==> config.mk <==
export PLATFORM = sky130hd
export DESIGN_NAME = led_pwm_ctrl
export DESIGN_NICKNAME = d
export VERILOG_FILES = /design/src/rtl/led_pwm_pkg.sv /design/src/rtl/led_pwm_channel.sv /design/src/rtl/led_pwm_ctrl.sv
export SDC_FILE = /design/constraint.sdc
export NUM_CORES = 1
export LEC_CHECK = 0
export CAP_MARGIN = 30
export CORE_ASPECT_RATIO = 1.2
export CORE_MARGIN = 2
export CORE_UTILIZATION = 40
export DETAILED_ROUTE_END_ITERATION = 8
export PLACE_DENSITY = 0.7
export SETUP_SLACK_MARGIN = 0.5
export SLEW_MARGIN = 10
export SYNTH_ARGS = -nofsm -noshare
export SYNTH_HDL_FRONTEND = slang
export SYNTH_HIERARCHICAL = 1
export SYNTH_SLANG_ARGS = --single-unit
==> constraint.sdc <==
create_clock -name clk -period 5.55 [get_ports clk]
set_input_delay 1.11 -clock clk [delete_from_list [all_inputs] [get_ports clk]]
set_output_delay 1.11 -clock clk [all_outputs]
set_load 0.02 [all_outputs]
==> src/rtl/led_pwm_pkg.sv <==
// led_pwm_pkg: register map and control-bit constants for the LED PWM driver
package led_pwm_pkg;
    localparam int ADDR_CTRL   = 0;
    localparam int ADDR_PERIOD = 1;
    localparam int ADDR_MODE   = 2;
    localparam int ADDR_DIRECT = 3;
    localparam int ADDR_FADE   = 4;
    localparam int ADDR_DUTY0  = 5;
    localparam int CTRL_EN_BIT = 0;
endpackage

==> src/rtl/led_pwm_channel.sv <==
// led_pwm_channel: one LED channel with double-buffered duty, PWM compare and output mux
// Ports: clk, reset (sync, active-high); commit strobe; wr_duty/wdata shadow write;
//        cnt shared period counter; en/mode/direct output select; duty_sh shadow readback;
//        pwm_out registered LED drive.
// Optional: LED_PWM_FADE_EN adds fade/wrap/period_act inputs and the triangle-ramp logic.
module led_pwm_channel
    import led_pwm_pkg::*;
#(
    parameter int W = 8
) (
    input  logic         clk,
    input  logic         reset,
`ifdef LED_PWM_FADE_EN
    input  logic         fade,
    input  logic         wrap,
    input  logic [W-1:0] period_act,
`endif
    input  logic         commit,
    input  logic         wr_duty,
    input  logic [W-1:0] wdata,
    input  logic [W-1:0] cnt,
    input  logic         en,
    input  logic         mode,
    input  logic         direct,
    output logic [W-1:0] duty_sh,
    output logic         pwm_out
);
    logic [W-1:0] duty_act;
    logic [W-1:0] duty_sh_nxt;

    // a write coinciding with commit is forwarded straight into the active copy
    assign duty_sh_nxt = wr_duty ? wdata : duty_sh;

`ifdef LED_PWM_FADE_EN
    logic         up;
    logic         up_nxt;
    logic         at_top;
    logic         at_bot;
    logic [W-1:0] fade_nxt;

    // turn around at either end; with period_act 0 and duty 0 the ramp just parks
    always_comb begin
        at_top   = duty_act >= period_act;
        at_bot   = duty_act == '0;
        up_nxt   = up ? !(at_top && !at_bot) : at_bot;
        fade_nxt = up_nxt ? (at_top ? duty_act : duty_act + W'(1))
                          : (at_bot ? duty_act : duty_act - W'(1));
    end
`endif

    always_ff @(posedge clk) begin
        if (reset) begin
            duty_sh  <= '0;
            duty_act <= '0;
            pwm_out  <= 1'b0;
`ifdef LED_PWM_FADE_EN
            up       <= 1'b1;
`endif
        end else begin
            duty_sh <= duty_sh_nxt;
            pwm_out <= en & (mode ? (cnt < duty_act) : direct);
`ifdef LED_PWM_FADE_EN
            if (fade && wrap) begin
                duty_act <= fade_nxt;
                up       <= up_nxt;
            end else if (commit && !fade) begin
                duty_act <= duty_sh_nxt;
            end
`else
            if (commit)
                duty_act <= duty_sh_nxt;
`endif
        end
    end
endmodule

==> src/rtl/led_pwm_ctrl.sv <==
// led_pwm_ctrl: Avalon-MM programmable N-channel LED driver with shared PWM period counter
// Ports: clk, reset (sync, active-high); address/write/writedata/read/readdata register
//        bus (1-cycle read latency); pwm_out per-channel LED drive; period_tick wrap pulse.
// Optional: define LED_PWM_FADE_EN to implement the FADE register and per-channel ramping.
module led_pwm_ctrl
    import led_pwm_pkg::*;
#(
    parameter int N            = 8,
    parameter int W            = 8,
    parameter int RESET_PERIOD = 2**W - 1,
    parameter int ADDR_W       = $clog2(5 + N)
) (
    input  logic              clk,
    input  logic              reset,
    input  logic [ADDR_W-1:0] address,
    input  logic              write,
    input  logic [31:0]       writedata,
    input  logic              read,
    output logic [31:0]       readdata,
    output logic [N-1:0]      pwm_out,
    output logic              period_tick
);
    logic         en;
    logic [W-1:0] period_sh;
    logic [W-1:0] period_act;
    logic [W-1:0] cnt;
    logic [N-1:0] mode;
    logic [N-1:0] direct;
    logic         wrap;
    logic         commit;
    logic         wr_period;
    logic [W-1:0] wdata;
    logic [N-1:0] wr_duty;
    logic [W-1:0] duty_sh [N];
    logic [31:0]  rd_mux;
    logic         unused_wdata;
`ifdef LED_PWM_FADE_EN
    logic [N-1:0] fade;
`endif

    assign unused_wdata = ^writedata;
    assign wdata        = writedata[W-1:0];
    assign wr_period    = write && address == ADDR_W'(ADDR_PERIOD);
    assign wrap         = en && cnt == period_act;
    // while disabled the active copies track the shadows every cycle
    assign commit       = !en || wrap;

    always_comb begin
        rd_mux = '0;
        if (address == ADDR_W'(ADDR_CTRL))   rd_mux[CTRL_EN_BIT] = en;
        if (address == ADDR_W'(ADDR_PERIOD)) rd_mux[W-1:0] = period_sh;
        if (address == ADDR_W'(ADDR_MODE))   rd_mux[N-1:0] = mode;
        if (address == ADDR_W'(ADDR_DIRECT)) rd_mux[N-1:0] = direct;
`ifdef LED_PWM_FADE_EN
        if (address == ADDR_W'(ADDR_FADE))   rd_mux[N-1:0] = fade;
`endif
        for (int i = 0; i < N; i++)
            if (address == ADDR_W'(ADDR_DUTY0 + i)) rd_mux[W-1:0] = duty_sh[i];
    end

    always_ff @(posedge clk) begin
        if (reset) begin
            en          <= 1'b0;
            period_sh   <= W'(RESET_PERIOD);
            period_act  <= W'(RESET_PERIOD);
            mode        <= '0;
            direct      <= '0;
            cnt         <= '0;
            period_tick <= 1'b0;
            readdata    <= '0;
`ifdef LED_PWM_FADE_EN
            fade        <= '0;
`endif
        end else begin
            if (write && address == ADDR_W'(ADDR_CTRL))   en <= writedata[CTRL_EN_BIT];
            if (wr_period)                                period_sh <= wdata;
            if (write && address == ADDR_W'(ADDR_MODE))   mode <= writedata[N-1:0];
            if (write && address == ADDR_W'(ADDR_DIRECT)) direct <= writedata[N-1:0];
`ifdef LED_PWM_FADE_EN
            if (write && address == ADDR_W'(ADDR_FADE))   fade <= writedata[N-1:0];
`endif
            if (commit)
                period_act <= wr_period ? wdata : period_sh;
            cnt         <= commit ? '0 : cnt + W'(1);
            period_tick <= wrap;
            if (read)
                readdata <= rd_mux;
        end
    end

    for (genvar g = 0; g < N; g++) begin : g_ch
        assign wr_duty[g] = write && address == ADDR_W'(ADDR_DUTY0 + g);
        led_pwm_channel #(.W(W)) u_ch (
            .clk     (clk),
            .reset   (reset),
`ifdef LED_PWM_FADE_EN
            .fade      (fade[g]),
            .wrap      (wrap),
            .period_act(period_act),
`endif
            .commit  (commit),
            .wr_duty (wr_duty[g]),
            .wdata   (wdata),
            .cnt     (cnt),
            .en      (en),
            .mode    (mode[g]),
            .direct  (direct[g]),
            .duty_sh (duty_sh[g]),
            .pwm_out (pwm_out[g])
        );
    end
endmodule
-- Word level (Yosys, flattened, before mapping)
Index checks and enable logic that the tools add are counted.
W data, S select, Z words.
- output and inout bits: 41
- register bits after elaboration: 186
- input port bits: 40
- logic and storage cells: 107
- $add $sub $neg: 1
- bitwise logic cells: 8
- muxes and demuxes: 29
- reduce and logical (&&, ||, !) cells: 17
- order comparisons: 8
- equal/unequal tests: 12
- operators by type and width (cell ; number):
    $mux W8 ; 20
    $lt A8 B8 Y1 ; 8
    $eq A4 B4 Y1 const B ; 5
    $logic_and A1 B1 Y1 ; 13
    $eq A4 B3 Y1 const B ; 3
    $mux W1 ; 9
    $add A8 B1 Y8 const B ; 1
    $and A1 B1 Y1 ; 8
    $eq A4 B2 Y1 const B ; 2
    $eq A8 B8 Y1 ; 1
    $eq A4 B1 Y1 const B ; 1
    $logic_not A4 Y1 ; 1
    $reduce_or A2 Y1 ; 1
    $logic_not A1 Y1 ; 1
    $logic_or A1 B1 Y1 ; 1

-- Longest topological paths before layout
- word-level depth: 13
- depth in mapped cells: 8
- depth with buffers taken out: 6

-- Modules after synthesis
The synthesis kept the hierarchy.
- by module, submodules not included (module ; times used ; seq. area each (um^2) ; cells an instance ; area each (um^2)):
    led_pwm_channel ; 8 ; 340.3 ; 80 ; 763.2
    led_pwm_ctrl ; 1 ; 1001.0 ; 410 ; 3364.5

-- Least setup slack after synthesis
OpenSTA, ideal clock, no wires.
- path type: input -> register
- from: input address[1]
- to: register g_ch[0].u_ch.duty_act[1]
- required time: 5.416 ns
- cell stages on the path: 7
- arrival time: 2.405 ns
- slack: 3.011 ns
- library setup time: 0.134 ns
- path buffers: 4
- cells stage by stage: buf_4 > buf_2 > clkbuf_1 > nor4_1 > buf_2 > mux2i_1 > a211oi_1
- word-level cells in the longest chain between the ends: 3
- RTL lines (what ; RTL line ; source):
    start: declaration ; led_pwm_ctrl.sv:15 ; input logic [ADDR_W-1:0] address,
    $eq A4 B3 Y1 ; led_pwm_ctrl.sv:92 ; assign wr_duty[g] = write && address == ADDR_W'(ADDR_DUTY0 + g);
    $logic_and A1 B1 Y1 ; led_pwm_ctrl.sv:92 ;
    net wr_duty[0] ; led_pwm_ctrl.sv:33 ; logic [N-1:0] wr_duty;
    $mux W8 ; led_pwm_channel.sv:32 ; assign duty_sh_nxt = wr_duty ? wdata : duty_sh;
    end signal: assignment ; led_pwm_channel.sv:71 ; duty_act <= duty_sh_nxt;
    end: declaration ; led_pwm_channel.sv:28 ; logic [W-1:0] duty_act;
The timed path passes the listed nets, and every way through them passes these cells.
A chain may end at the register's enable or synchronous reset.

-- Final worst setup path
- from: input address[3]
- to: register g_ch[7].u_ch.duty_act[0]
- word-level cells in the longest chain between the ends: 3
- RTL lines (what ; RTL line):
    $eq A4 B4 Y1 ; led_pwm_ctrl.sv:92
    $logic_and A1 B1 Y1 ; led_pwm_ctrl.sv:92
    net wr_duty[7] ; led_pwm_ctrl.sv:33
    $mux W8 ; led_pwm_channel.sv:32
    end signal: assignment ; led_pwm_channel.sv:71
    end: declaration ; led_pwm_channel.sv:28
The timed path passes the listed nets, and every way through them passes these cells.

==> out/results.tsv <==
stage	metric	value	unit
power	power_density	263	nW/um^2
synth	synth_top_cell_by_area	dfxtp_1	
worst_setup_path	rrSetupSlack	2.46	ns
clock_tree	cts_root_buffer	clkbuf_16	
final_layout	finalNetCount	1148	
worst_setup_path	start_kind	primary input	
timing	timing.final.crit_share	0.645	
synth	postSynthRegisterBits	186	
clock_tree	cts_buffer_depth	2	
final_layout	seqCellArea	3720	um^2
power	p_total	2.76	mW
grt	grt_pass1_wl	40300	um
clock_tree	clock-sinks	186	
synth	ys.warnings.count	6	
timing	tns	0	ns
synth	ys_seq_area_frac	0.393	
worst_setup_path	cp_max_fo	15	
worst_setup_path	reg2reg_to	g_ch[3].u_ch/duty_act[0]	
route	first_pass_iters	7	
route	avgRoutedWirePerCell	18.8	um
timing	tightestPinTransition	0.993	ns
route	first_iter_violations	573	
clock_tree	htreeDepth	4	
timing	slew_headroom	0.336	
final_layout	final_cell_area	10500	um^2
placed_design	gp_congestion	0.975	
worst_setup_path	critPathBufInv	2	
worst_setup_path	crit_chain	clkdlybuf4s50_1 -> buf_4 -> nand4bb_1 -> nor2_1 -> mux2i_1 -> a211oi_1	
worst_setup_path	arrival	3.85	ns
route	vias_per_cell	5.51	
clock_tree	clk_pin_slew	0.07	ns
worst_setup_path	end_kind	flip-flop	
synth	yosysUniqueCellTypes	59	
timing	period_needed	3.58	ns
final_layout	drive_gt1_frac	0.0865	
worst_setup_path	crit_type	primary input to flip-flop	
run	max_cap_violations	0	
synth	avgSynthCellArea	9.02	um^2
timing	rsz0062_at_grt	false	
synth	synth-main-ff-cell	dfxtp_1	
floorplan	die-area	24900	um^2
final_layout	diodes	0	
hold_path	hold_path.class	flip-flop to flip-flop	
worst_setup_path	r2r-start	cnt[7]	
floorplan	start_util	0.408	
grt	grtUsageTotal	0.212	
route	via_count	7598	
placed_design	dpl.cell_count	1346	
synth	async_flop_share	0	
clock_tree	cts_resized	0	
floorplan	pin_count	81	
clock_tree	clk_latency	0.43	ns
synth	synth_edf_count	0	
run_status	outcome	finished, final reports clean	
final_layout	finish.utilization	0.452	
worst_setup_path	cpMaxStageDelayCell	nor2_1	
clock_tree	postCtsHoldBufs	0	
placed_design	io_buffers	32	
synth	syn-instance-count	1050	
synth	ys_top_cells_by_area	dfxtp_1 39%, mux2i_1 8.7%, ha_1 7.5%	
final_layout	fillCellCount	2290	
final_layout	fin_cells	1378	
synth	synth_top_area_share	0.393	
hold_path	hold_depth	2	
clock_tree	postCtsSetupBuffers	0	
synth	netlist_area	9470	um^2
grt	antenna_found_initial	0	
worst_setup_path	worstPathRequired	5.82	ns
timing	setup_viol	0	
floorplan	coreArea	23200	um^2
final_layout	area_delta_synth_final	10.8	%
power	p_leak	3.65	nW
grt	grt_max_degree	123	
clock_tree	cts_tree	built	
clock_tree	cts_buffers	17	
floorplan	die_w	144	um
grt	grt_overflow	0	
route	drc	0	
worst_setup_path	cp_top_family	simple AND/OR/NAND/NOR gates	
route	ant_nets	0	
timing	slew_viol_final	0	
route	routed_wl	25900	um
worst_setup_path	slowest_delay	0.85	ns
hold_path	min_to	g_ch[1].u_ch/duty_act[0]	
timing	skew	0.00682	ns
timing	fmax	280	MHz
placed_design	place_hpwl	17400	um
final_layout	multi_input_area	5040	um^2
floorplan	die_height	173	um
timing	hold_violations	0	
power	ir_drop	0.171	mV
worst_setup_path	reg2reg_depth	7	
floorplan	rows	61	
grt	grt_pass1_vias	7135	
placed_design	placed_area	9930	um^2
hold_path	min-delay-start	g_ch[1].u_ch/duty_act[0]	
==> worst max path at each step <==
stage / startpoint / to / slack (ns) / cells after the start
finish: address[3] / g_ch[7].u_ch/duty_act[0] / 1.97 / 6
global route: address[3] / g_ch[7].u_ch/duty_act[2] / 1.82 / 6
CTS: address[3] / g_ch[7].u_ch/duty_act[0] / 2.05 / 6
detailed placement: address[3] / g_ch[7].u_ch/duty_act[0] / 1.59 / 6
global placement: address[3] / g_ch[7].u_ch/duty_act[5] / 1.66 / 6
floorplan: address[1] / g_ch[0].u_ch/duty_act[1] / 3.01 / 7
==> where the power goes <==
| part | switching (mW) | total [mW] | internal (mW) |
|---|---|---|---|
| logic | 0.147 | 0.223 | 0.0762 |
| registers | 0.0159 | 1.37 | 1.36 |
| clock network | 0.521 | 1.16 | 0.641 |
==> cell usage after synthesis, drive strengths merged, types with 12 or more instances <==
master	instances
a211o	13
a211oi	73
a21oi	31
buf	57
clkbuf	38
dfxtp	186
ha	57
inv	78
mux2i	82
nand2	35
nand2b	20
nand3	14
nand3b	12
nor2	169
o2111ai	16
xor2	13
==> flip-flops by register name (all words and copies together) (netlist names) <==
register / count
en: 1
g_ch.u_ch/duty_act: 64
readdata: 8
period_act: 8
period_sh: 8
g_ch.u_ch/pwm_out: 8
mode: 8
direct: 8
cnt: 8
g_ch.u_ch/duty_sh: 64
period_tick: 1
==> routing by layer <==
metal	global-route usage	up-vias	part of all wire
met5	0	-	0
met4	0.0773	0	0.031
met3	0.0335	44	0.056
met2	0.341	274	0.47
met1	0.286	3618	0.44
li1	-	3662	-
==> cells by family (layout without fill, tap and decap cells) <==
family	after synthesis	in the layout	synth area share
and+or+nand+nor	318	318	0.163
AOI/OAI and AO/OA	206	206	0.165
DFF	186	186	0.393
buffers and inverters	173	163	0.0844
muxes	95	95	0.106
adders and majority gates	57	57	0.0753
xor gates and xnor gates	14	14	0.0129
other	1	24	0.000396
==> cell usage in the layout, fill, tap and decap left out, types with 14 or more instances in the layout <==
master and instances:
dfxtp_1 186, nor2_1 169, mux2i_1 82, inv_1 77, a211oi_1 73, ha_1 57
nand2_1 34, a21oi_1 31, clkdlybuf4s50_1 30, conb_1 24, buf_4 22, nand2b_1 20
clkbuf_16 17, o2111ai_1 16, nand3_1 14
==> per-stage QoR <==
step / setup slack (ns) / hold slack, ns
2_1_floorplan: 3.01 / 0.449
3_3_place_gp: 1.66 / 0.470
3_5_place_dp: 1.59 / 0.472
4_1_cts: 2.05 / 0.485
5_1_grt: 1.82 / 0.502
6_report: 1.97 / 0.482
==> cell type report <==
type,instances,share of cell area
Clock buffer,21,0.0439
Clock inverter,10,0.00894
Inverter,78,0.0280
Multi-Input combinational cell,714,0.481
Sequential cell,186,0.355
Tap cell,315,0.0376
Timing Repair Buffer,54,0.0459
==> tightest hold or removal path: cells and delay by family, from the launching register on <==
family	cells	cell delay [ns]
AND/OR/NAND/NOR	1	0.08
flip-flops	1	0.31
AO/OA/AOI/OAI	1	0.05
Power figures use the tool's default switching activity.
